## src/rtl/divider_scheduler_pkg.sv

```systemverilog
// Shared constants, reset defaults and config-FSM types for the divider scheduler.
// Also holds the config-request validity rule used by the top.
package divider_scheduler_pkg;

    localparam int unsigned NUM_CH = 3;
    localparam int unsigned CNT_W  = 8;

    // Index 0 is the least significant slice: ch0 = 4/2, ch1 = 10/5, ch2 = 20/10.
    localparam logic [NUM_CH-1:0][CNT_W-1:0] DEF_PERIOD = {8'd20, 8'd10, 8'd4};
    localparam logic [NUM_CH-1:0][CNT_W-1:0] DEF_HIGH   = {8'd10, 8'd5,  8'd2};

    typedef enum logic [0:0] {
        S_IDLE,
        S_WAIT
    } cfg_state_e;

    function automatic logic cfg_is_valid(
        input logic [1:0]       ch,
        input logic [CNT_W-1:0] period,
        input logic [CNT_W-1:0] high
    );
        return (32'(ch) < NUM_CH) && (period >= CNT_W'(2)) &&
               (high != '0) && (high < period);
    endfunction

endpackage

```

## src/rtl/divider_channel.sv

```systemverilog
// One divided-clock channel: period counter, registered clk_out and tick.
// A load is taken only on a boundary so the running period is never cut short.
module divider_channel
    import divider_scheduler_pkg::*;
#(
    parameter logic [CNT_W-1:0] DefPeriod = 8'd4,
    parameter logic [CNT_W-1:0] DefHigh   = 8'd2
) (
    input  logic             clock_in,
    input  logic             reset,
    input  logic             en,
    input  logic             load,
    input  logic [CNT_W-1:0] new_period,
    input  logic [CNT_W-1:0] new_high,
    output logic             clk_out,
    output logic             tick,
    output logic             boundary
);

    logic [CNT_W-1:0] period_q, period_d;
    logic [CNT_W-1:0] high_q, high_d;
    logic [CNT_W-1:0] cnt_q, cnt_d;
    logic             clk_out_q, clk_out_d;
    logic             tick_q, tick_d;
    logic             wrap;
    logic             apply;

    always_comb begin
        wrap     = (cnt_q == (period_q - CNT_W'(1)));
        boundary = !en || wrap;
        apply    = load && boundary;

        period_d = period_q;
        high_d   = high_q;
        if (apply) begin
            period_d = new_period;
            high_d   = new_high;
        end

        // A disabled channel parks at P-1 so re-enabling starts a fresh period.
        if (!en) begin
            cnt_d = period_d - CNT_W'(1);
        end else if (apply || wrap) begin
            cnt_d = '0;
        end else begin
            cnt_d = cnt_q + CNT_W'(1);
        end

        clk_out_d = en && (cnt_d < high_d);
        tick_d    = en && (cnt_d == '0);
    end

    always_ff @(posedge clock_in or posedge reset) begin
        if (reset) begin
            period_q  <= DefPeriod;
            high_q    <= DefHigh;
            cnt_q     <= DefPeriod - CNT_W'(1);
            clk_out_q <= 1'b0;
            tick_q    <= 1'b0;
        end else begin
            period_q  <= period_d;
            high_q    <= high_d;
            cnt_q     <= cnt_d;
            clk_out_q <= clk_out_d;
            tick_q    <= tick_d;
        end
    end

    assign clk_out = clk_out_q;
    assign tick    = tick_q;

endmodule

```

## src/rtl/divider_scheduler.sv

```systemverilog
// Runtime-programmable multi-channel clock divider with a single-entry config
// scheduler that applies a new ratio on the target channel's period boundary.
module divider_scheduler
    import divider_scheduler_pkg::*;
(
    input  logic              clock_in,
    input  logic              reset,
    input  logic [NUM_CH-1:0] ch_en,
    input  logic              cfg_valid,
    output logic              cfg_ready,
    input  logic [1:0]        cfg_ch,
    input  logic [CNT_W-1:0]  cfg_period,
    input  logic [CNT_W-1:0]  cfg_high,
    output logic              cfg_err,
    output logic              cfg_done,
    output logic [NUM_CH-1:0] clk_out,
    output logic [NUM_CH-1:0] tick
);

    cfg_state_e       state_q, state_d;
    logic [1:0]       shadow_ch_q, shadow_ch_d;
    logic [CNT_W-1:0] shadow_period_q, shadow_period_d;
    logic [CNT_W-1:0] shadow_high_q, shadow_high_d;
    logic             cfg_err_q, cfg_err_d;
    logic             cfg_done_q, cfg_done_d;

    logic [NUM_CH-1:0] boundary;
    logic [NUM_CH-1:0] load;

    for (genvar i = 0; i < NUM_CH; i++) begin : g_ch
        divider_channel #(
            .DefPeriod(DEF_PERIOD[i]),
            .DefHigh  (DEF_HIGH[i])
        ) u_channel (
            .clock_in  (clock_in),
            .reset     (reset),
            .en        (ch_en[i]),
            .load      (load[i]),
            .new_period(shadow_period_q),
            .new_high  (shadow_high_q),
            .clk_out   (clk_out[i]),
            .tick      (tick[i]),
            .boundary  (boundary[i])
        );
    end

    // Only the pending target sees a load, and only once it reaches a boundary.
    always_comb begin
        load = '0;
        for (int unsigned i = 0; i < NUM_CH; i++) begin
            if ((state_q == S_WAIT) && (32'(shadow_ch_q) == i)) begin
                load[i] = boundary[i];
            end
        end
    end

    always_comb begin
        state_d         = state_q;
        shadow_ch_d     = shadow_ch_q;
        shadow_period_d = shadow_period_q;
        shadow_high_d   = shadow_high_q;
        cfg_err_d       = 1'b0;
        cfg_done_d      = 1'b0;

        case (state_q)
            S_IDLE: begin
                if (cfg_valid) begin
                    if (cfg_is_valid(cfg_ch, cfg_period, cfg_high)) begin
                        shadow_ch_d     = cfg_ch;
                        shadow_period_d = cfg_period;
                        shadow_high_d   = cfg_high;
                        state_d         = S_WAIT;
                    end else begin
                        cfg_err_d = 1'b1;
                    end
                end
            end
            S_WAIT: begin
                if (|load) begin
                    cfg_done_d = 1'b1;
                    state_d    = S_IDLE;
                end
            end
            default: state_d = S_IDLE;
        endcase
    end

    always_ff @(posedge clock_in or posedge reset) begin
        if (reset) begin
            state_q         <= S_IDLE;
            shadow_ch_q     <= '0;
            shadow_period_q <= '0;
            shadow_high_q   <= '0;
            cfg_err_q       <= 1'b0;
            cfg_done_q      <= 1'b0;
        end else begin
            state_q         <= state_d;
            shadow_ch_q     <= shadow_ch_d;
            shadow_period_q <= shadow_period_d;
            shadow_high_q   <= shadow_high_d;
            cfg_err_q       <= cfg_err_d;
            cfg_done_q      <= cfg_done_d;
        end
    end

    assign cfg_ready = (state_q == S_IDLE);
    assign cfg_err   = cfg_err_q;
    assign cfg_done  = cfg_done_q;

endmodule

```

## config.mk

```make
export PLATFORM = sky130hd
export DESIGN_NAME = divider_scheduler
export DESIGN_NICKNAME = d
export VERILOG_FILES = /design/src/rtl/divider_scheduler_pkg.sv /design/src/rtl/divider_channel.sv /design/src/rtl/divider_scheduler.sv
export SDC_FILE = /design/constraint.sdc
export NUM_CORES = 1
export LEC_CHECK = 0
export ABC_AREA = 0
export CORE_UTILIZATION = 56
export CTS_CLUSTER_DIAMETER = 80
export DETAILED_ROUTE_END_ITERATION = 10
export HOLD_SLACK_MARGIN = 0.08
export PLACE_DENSITY_LB_ADDON = 0.1
export SYNTH_ARGS = -nofsm -noshare
export SYNTH_HDL_FRONTEND = slang
export SYNTH_SLANG_ARGS = --single-unit
```

## constraint.sdc

```tcl
create_clock -name clock_in -period 5.2 [get_ports clock_in]
set_input_delay 0.52 -clock clock_in [delete_from_list [all_inputs] [get_ports clock_in]]
set_output_delay 0.52 -clock clock_in [all_outputs]
set_load 0.05 [all_outputs]
```

== Word level (Yosys, flattened, before mapping) ==
Cells that the tools add are included.

* Reduce and logical (&&, ||, !) cells: 31
* $mul: 0
* Bitwise gates (word level): 1
* Eq/ne operators: 5
* Divide/modulo/power cells: 0
* Shift-type cells: 0
* Add/sub/neg operators: 9
* $lt $le $gt $ge: 6
* Multiplexer cells: 24

{| class="wikitable"
|+ Operator list
! cell !! number
|-
| 2-to-1 mux 8 bit || 12
|-
| subtractor 8 x 1 -> 8 bit, second input constant || 6
|-
| less-than comparator 8 bit || 4
|-
| adder 8 x 1 -> 8 bit, second input constant || 3
|-
| equality test 8 bit || 3
|-
| logical NOT 8 bit || 3
|-
| logical AND 1 bit || 15
|-
| 2-to-1 mux 1 bit || 11
|-
| greater-or-equal comparator 8 x 2 -> 1 bit, second input constant || 1
|-
| nonzero test 8 bit || 1
|-
| logical OR 1 bit || 6
|-
| logical NOT 1 bit || 3
|-
| AND reduction 3 bit || 1
|-
| OR reduction 3 bit || 1
|-
| equality test 2 x 1 -> 1 bit, second input constant || 1
|-
| equality test 2 bit, second input constant || 1
|-
| logical NOT 2 bit || 1
|-
| less-than comparator 2 bit, second input constant || 1
|-
| case mux 1 bit (2 select lines) || 1
|-
| NOT 1 bit || 1
|}

* Memory bits (writable): 0
* Bits in latches: 0
* ROM bits: 0
* Output and inout port bits: 9
* Memories: 0
* Logic and storage cells: 97
* Bits in registers: 99
* Bits of input ports: 24

== Depth between registers and ports, before layout ==
* Depth after elaboration: 10
* Gate-level depth with buffers: 23
* Gate-level depth less buffers: 21

== Modules after synthesis ==
From an unflattened synthesis, not the netlist that was laid out.

* Cell total of the unflattened synthesis: 715
* Area, all modules: 7183.1 µm²

{| class="wikitable"
|+ Modules (own cells, without submodules)
! module !! cells an instance !! area an instance (µm²) !! sequential area each (µm²) !! times used
|-
| divider_channel at g_ch[2].u_channel || 211 || 2049.5 || 659.4 || 1
|-
| divider_channel at g_ch[1].u_channel || 211 || 2048.2 || 658.1 || 1
|-
| divider_channel at g_ch[0].u_channel || 211 || 2045.7 || 655.6 || 1
|-
| divider_scheduler || 82 || 1039.7 || 525.5 || 1
|}

== Worst setup path after synthesis ==
Ideal clock, no wire load.

* Path kind: register to register
* From: register g_ch[2].u_channel.period_q[0]
* To: register g_ch[2].u_channel.clk_out_q
* Path buffers: 2
* Setup time: 0.068 ns
* Cell stages (with the launch flop): 22
* Clock period less this slack: 4.589 ns
* Required time: 5.132 ns
* Path slack: 0.611 ns
* Arrival: 4.521 ns
* Cell sequence: dfrtp_1 > inv_1 > ha_1 > nor3b_1 > a221oi_1 > o21bai_1 > a2111oi_4 > o21a_1 > buf_6 > buf_4 > nor2_1 > a21oi_1 > ha_1 > o21ai_0 > and4_1 > a41oi_1 > o211ai_1 > ha_1 > and4_1 > a2111oi_0 > nor3b_1 > a32o_1

* Longest elaborated chain between the ends: 10
* Elaborated cells between the ends (all ways): 13
* Classes of those cells: 2 x add/sub; 1 x order compare; 1 x eq/ne; 5 x mux; 4 x reduce/logical

{| class="wikitable"
|+ RTL lines
! element !! line !! RTL
|-
| start: declaration || divider_channel.sv:20 || <nowiki>logic [CNT_W-1:0] period_q, period_d;</nowiki>
|-
| start signal: assignment || divider_channel.sv:55 || <nowiki>period_q <= DefPeriod;</nowiki>
|-
| start signal: assignment || divider_channel.sv:61 || <nowiki>period_q <= period_d;</nowiki>
|-
| subtractor 8 x 1 -> 8 bit || divider_channel.sv:29 || <nowiki>wrap = (cnt_q == (period_q - CNT_W'(1)));</nowiki>
|-
| equality test 8 bit || divider_channel.sv:29 ||
|-
| logical OR 1 bit || divider_channel.sv:30 || <nowiki>boundary = !en || wrap;</nowiki>
|-
| 2-to-1 mux 1 bit || divider_scheduler.sv:51 || <nowiki>if ((state_q == S_WAIT) && (32'(shadow_ch_q) == i)) begin</nowiki>
|-
| logical AND 1 bit || divider_channel.sv:31 || <nowiki>apply = load && boundary;</nowiki>
|-
| 2-to-1 mux 8 bit / logical OR 1 bit (equally long branches) || divider_channel.sv:35, divider_channel.sv:43 ||
|-
| subtractor 8 x 1 -> 8 bit / 2-to-1 mux 8 bit (equally long branches) || divider_channel.sv:42, divider_channel.sv:43 ||
|-
| 2-to-1 mux 8 bit * || divider_channel.sv:41 || <nowiki>if (!en) begin</nowiki>
|-
| via g_ch[2].u_channel.cnt_d[4] || divider_channel.sv:22 || <nowiki>logic [CNT_W-1:0] cnt_q, cnt_d;</nowiki>
|-
| less-than comparator 8 bit * || divider_channel.sv:49 || <nowiki>clk_out_d = en && (cnt_d < high_d);</nowiki>
|-
| logical AND 1 bit * || divider_channel.sv:49 ||
|-
| via g_ch[2].u_channel.clk_out_d || divider_channel.sv:23 || <nowiki>logic clk_out_q, clk_out_d;</nowiki>
|-
| end signal: assignment || divider_channel.sv:64 || <nowiki>clk_out_q <= clk_out_d;</nowiki>
|-
| end: declaration || divider_channel.sv:23 ||
|}

Mark *: on every way through the listed nets, which the timed path passes. The rest lies on a longest branch.
A chain may end at the register's enable or synchronous reset.

== Final worst setup path ==
Same ends and word-level chain as after synthesis.

==> flow_summary_export.csv <==
group,metric,value,unit
outcome,status,"finished clean",
timing,hold_viol,0,
logic_synthesis,netlist_instances,655,
timing,finalCritPeriodShare,91.1,%
drt,drc,0,
critical_path,cp.required,5.49,ns
final_layout,final_util,63.2,%
final_layout,n_antenna_cell,0,
drt,ant_nets,0,
critical_path,crit_arrival,5.03,ns
clock_network,clk_root_buffer_cell,"clkbuf_16",
drt,vias,4840,
clock_network,cts_buffers,9,
placement,place.gp.congestion,0.843,
timing,final_max_slew_viol_count,0,
grt,use_met3,3.70,%
clock_network,cts.sinks,99,
grt,grt_pass1_wl,24800,um
timing,worstMarginPinSlew,1.13,ns
drt,drt-initial-drc-count,255,
timing,fmax,0.211,GHz
critical_path,timing.critical_path.fanout_max,7,
logic_synthesis,yosys-top-cells-area,"dfrtp_1 (31%), ha_1 (7.1%), dfstp_2 (6.8%)",
final_layout,drive_gt1_share,14.4,%
grt,met1_usage,36.6,%
logic_synthesis,syn_area_per_cell,9.97,um2
final_layout,final_nets,729,
logic_synthesis,ys_warn_count,0,
placement,portBuffers,32,
final_layout,fillers,921,
clock_network,clockBufferDepth,2,
drt,first_pass_iters,5,
critical_path,critPathLaunchType,"flip-flop",
logic_synthesis,ys_ff_latch,99,
die,io_pins,33,
grt,grt_util_all_layers,27.5,%
clock_network,postCtsHoldBufs,0,
die,die_w,110,um
flow_run,cap_violations,0,
grt,antenna_found_initial,0,
power,p_per_area,685,nW/um2
critical_path,worstSetupPathType,"reg -> reg",
die,die_area,12100,um2
drt,wl_per_cell,18.8,um
clock_network,cts_htree_levels,3,
grt,use_met2,46.1,%
die,rows,39,
critical_path,critPathCaptureType,"flip-flop",
logic_synthesis,yosysTopAreaCell,"dfrtp_1",
die,start_util,57.4,%
power,power,4930,uW
grt,grt_max_degree,68,
final_layout,area_delta_synth_final,10.1,%
logic_synthesis,synthArstFlopShare,100,%
clock_network,cts_tree,"yes",
worst_hold_path,hp-class,"reg -> reg",
power,total_leakage_power,0.00329,uW
grt,grt_overflow_total,0,
logic_synthesis,synth.distinct_cells,69,
placement,dp_cells,800,
timing,slew_headroom,24.1,%
logic_synthesis,synth_edf_count,0,
placement,post-dp-hpwl,11200,um
power,irDropWorstVdd,0.352,mV
grt,grt_busiest_layer,"met2",
die,coreArea,11400,um2
timing,finClkSkew,0.00875,ns
logic_synthesis,yosysSeqAreaShare,38.3,%
logic_synthesis,syn-num-nets,716,
timing,setup_viol_count_final,0,
timing,rsz0062_at_grt,"no",
grt,first_global_vias,4840,
final_layout,instances_no_fill,816,
logic_synthesis,synth_ff_type,"dfrtp_1",
clock_network,worstSkewPairLatency,0.35,ns
logic_synthesis,synthDominantCellAreaShare,31.4,%
die,die_y,110,um
drt,viasPerCell,5.93,
logic_synthesis,netlist_area,6530,um2
timing,fin_setup_tns,0,ns
drt,wirelength,15400,um
clock_network,path_clk_slew,0.07,ns
timing,period_needed,4.74,ns
==> final timing paths <==
| kind | end | slack, ns | depth (start not counted) | startpoint |
|---|---|---|---|---|
| setup / recovery | g_ch[2].u_channel.clk_out | 0.46 | 19 | g_ch[2].u_channel.period_q[0] |
| hold reg to reg | g_ch[1].u_channel.high_q[7] | 0.50 | 2 | g_ch[1].u_channel.high_q[7] |
| max in group asynchronous | g_ch[1].u_channel.period_q[3] | 3.55 | 3 | reset |
| setup reg to reg | g_ch[2].u_channel.clk_out | 0.46 | 19 | g_ch[2].u_channel.period_q[0] |
| min in group asynchronous | cfg_err | 0.67 | 2 | reset |
| hold / removal | g_ch[1].u_channel.high_q[7] | 0.50 | 2 | g_ch[1].u_channel.high_q[7] |
==> layer usage <==
layer	share of wire [%]	vias up	routed length [um]
met5	0	-	0
met4	1.6	0	251
met3	3.5	20	534
met2	48	94	7420
met1	47	2387	7140
li1	-	2339	-
==> state kept, by name, indices dropped and copies added, names as in the netlist <==
register	cells
shadow_high_q	8
cfg_err	1
state_q	1
g_ch.u_channel.tick	3
g_ch.u_channel.period_q	24
shadow_period_q	8
cfg_done	1
shadow_ch_q	2
g_ch.u_channel.clk_out	3
g_ch.u_channel.cnt_q	24
g_ch.u_channel.high_q	24
==> timing repair <==
action | CTS | global route
resized for setup | 0 | 1
setup buffers | 0 | 0
endpoints found under the setup margin | 0 | 1
==> final cells by class <==
class                   count  area [um2]  share of cell area, %
multi-input cells         466        3640                   50.6
flip-flops and latches     99        2500                   34.8
repair buffers             43         403                   5.60
clock buffers              10         239                   3.32
inverters                  49         186                   2.59
well taps                 143         179                   2.49
clock inverters             6        46.3                  0.644
==> placed cells by master (no fill, tap or decap), types with 22 or more instances in the layout <==
master            n
nand2_1          46
nand3_1          22
dfrtp_1          82
nor2_1           35
inv_1            48
mux2i_1          30
clkdlybuf4s50_1  32
xor2_1           29
ha_1             37
mux2_2           39
xnor2_1          38
==> cell usage after synthesis, types with 16 or more instances <==
master and count:
mux2_2 39, o22ai_1 16, mux2i_1 30, ha_1 37
xor2_1 29, inv_1 49, dfrtp_1 82, a21oi_1 17
dfstp_2 17, nand2_1 46, nor2_1 35, clkbuf_1 20
nand3_1 22, xnor2_1 38
==> cells by family after synthesis <==
group	Yosys count	synth area share [%]
XOR/XNOR	70	10.0
AND/OR/NAND/NOR	188	15.8
multiplexers	70	11.6
flip-flops	99	38.3
AO/OA/AOI/OAI	100	11.0
buffers and inverters	90	6.13
adder cells (fa/ha/maj)	38	7.24
==> critical path, stage by stage, from the launching register on <==
cell and delay (ns):
dfrtp_1 0.44, inv_1 0.11, ha_1 0.26, nor3b_1 0.19
a221oi_1 0.29, o21bai_1 0.16, a2111oi_4 0.38, o21a_1 0.23
nor2_1 0.07, a21oi_1 0.14, ha_1 0.30, o21ai_0 0.21
and4_1 0.26, a41oi_1 0.15, o211ai_1 0.14, ha_1 0.29
and4_1 0.21, a2111oi_1 0.43, nor3b_1 0.23, a32o_1 0.18
==> metrics by stage <==
stage / setup slack [ns] / instance area [um2] / hold slack (ns)
after CTS: 0.403 / 7190 / 0.499
after detailed placement: 0.437 / 6900 / 0.482
after global placement: 0.704 / 6900 / 0.475
after global routing: 0.0381 / 7190 / 0.515
final: 0.464 / 7190 / 0.496
after floorplan: 0.611 / 6530 / 0.452
==> report_power, final <==
part	switching [uW]	total (uW)	internal, uW
Combinational	1300	2510	1200
Clock	312	654	342
Sequential	581	1760	1180
Total	2200	4930	2730
(Power assumes the default switching activity.)
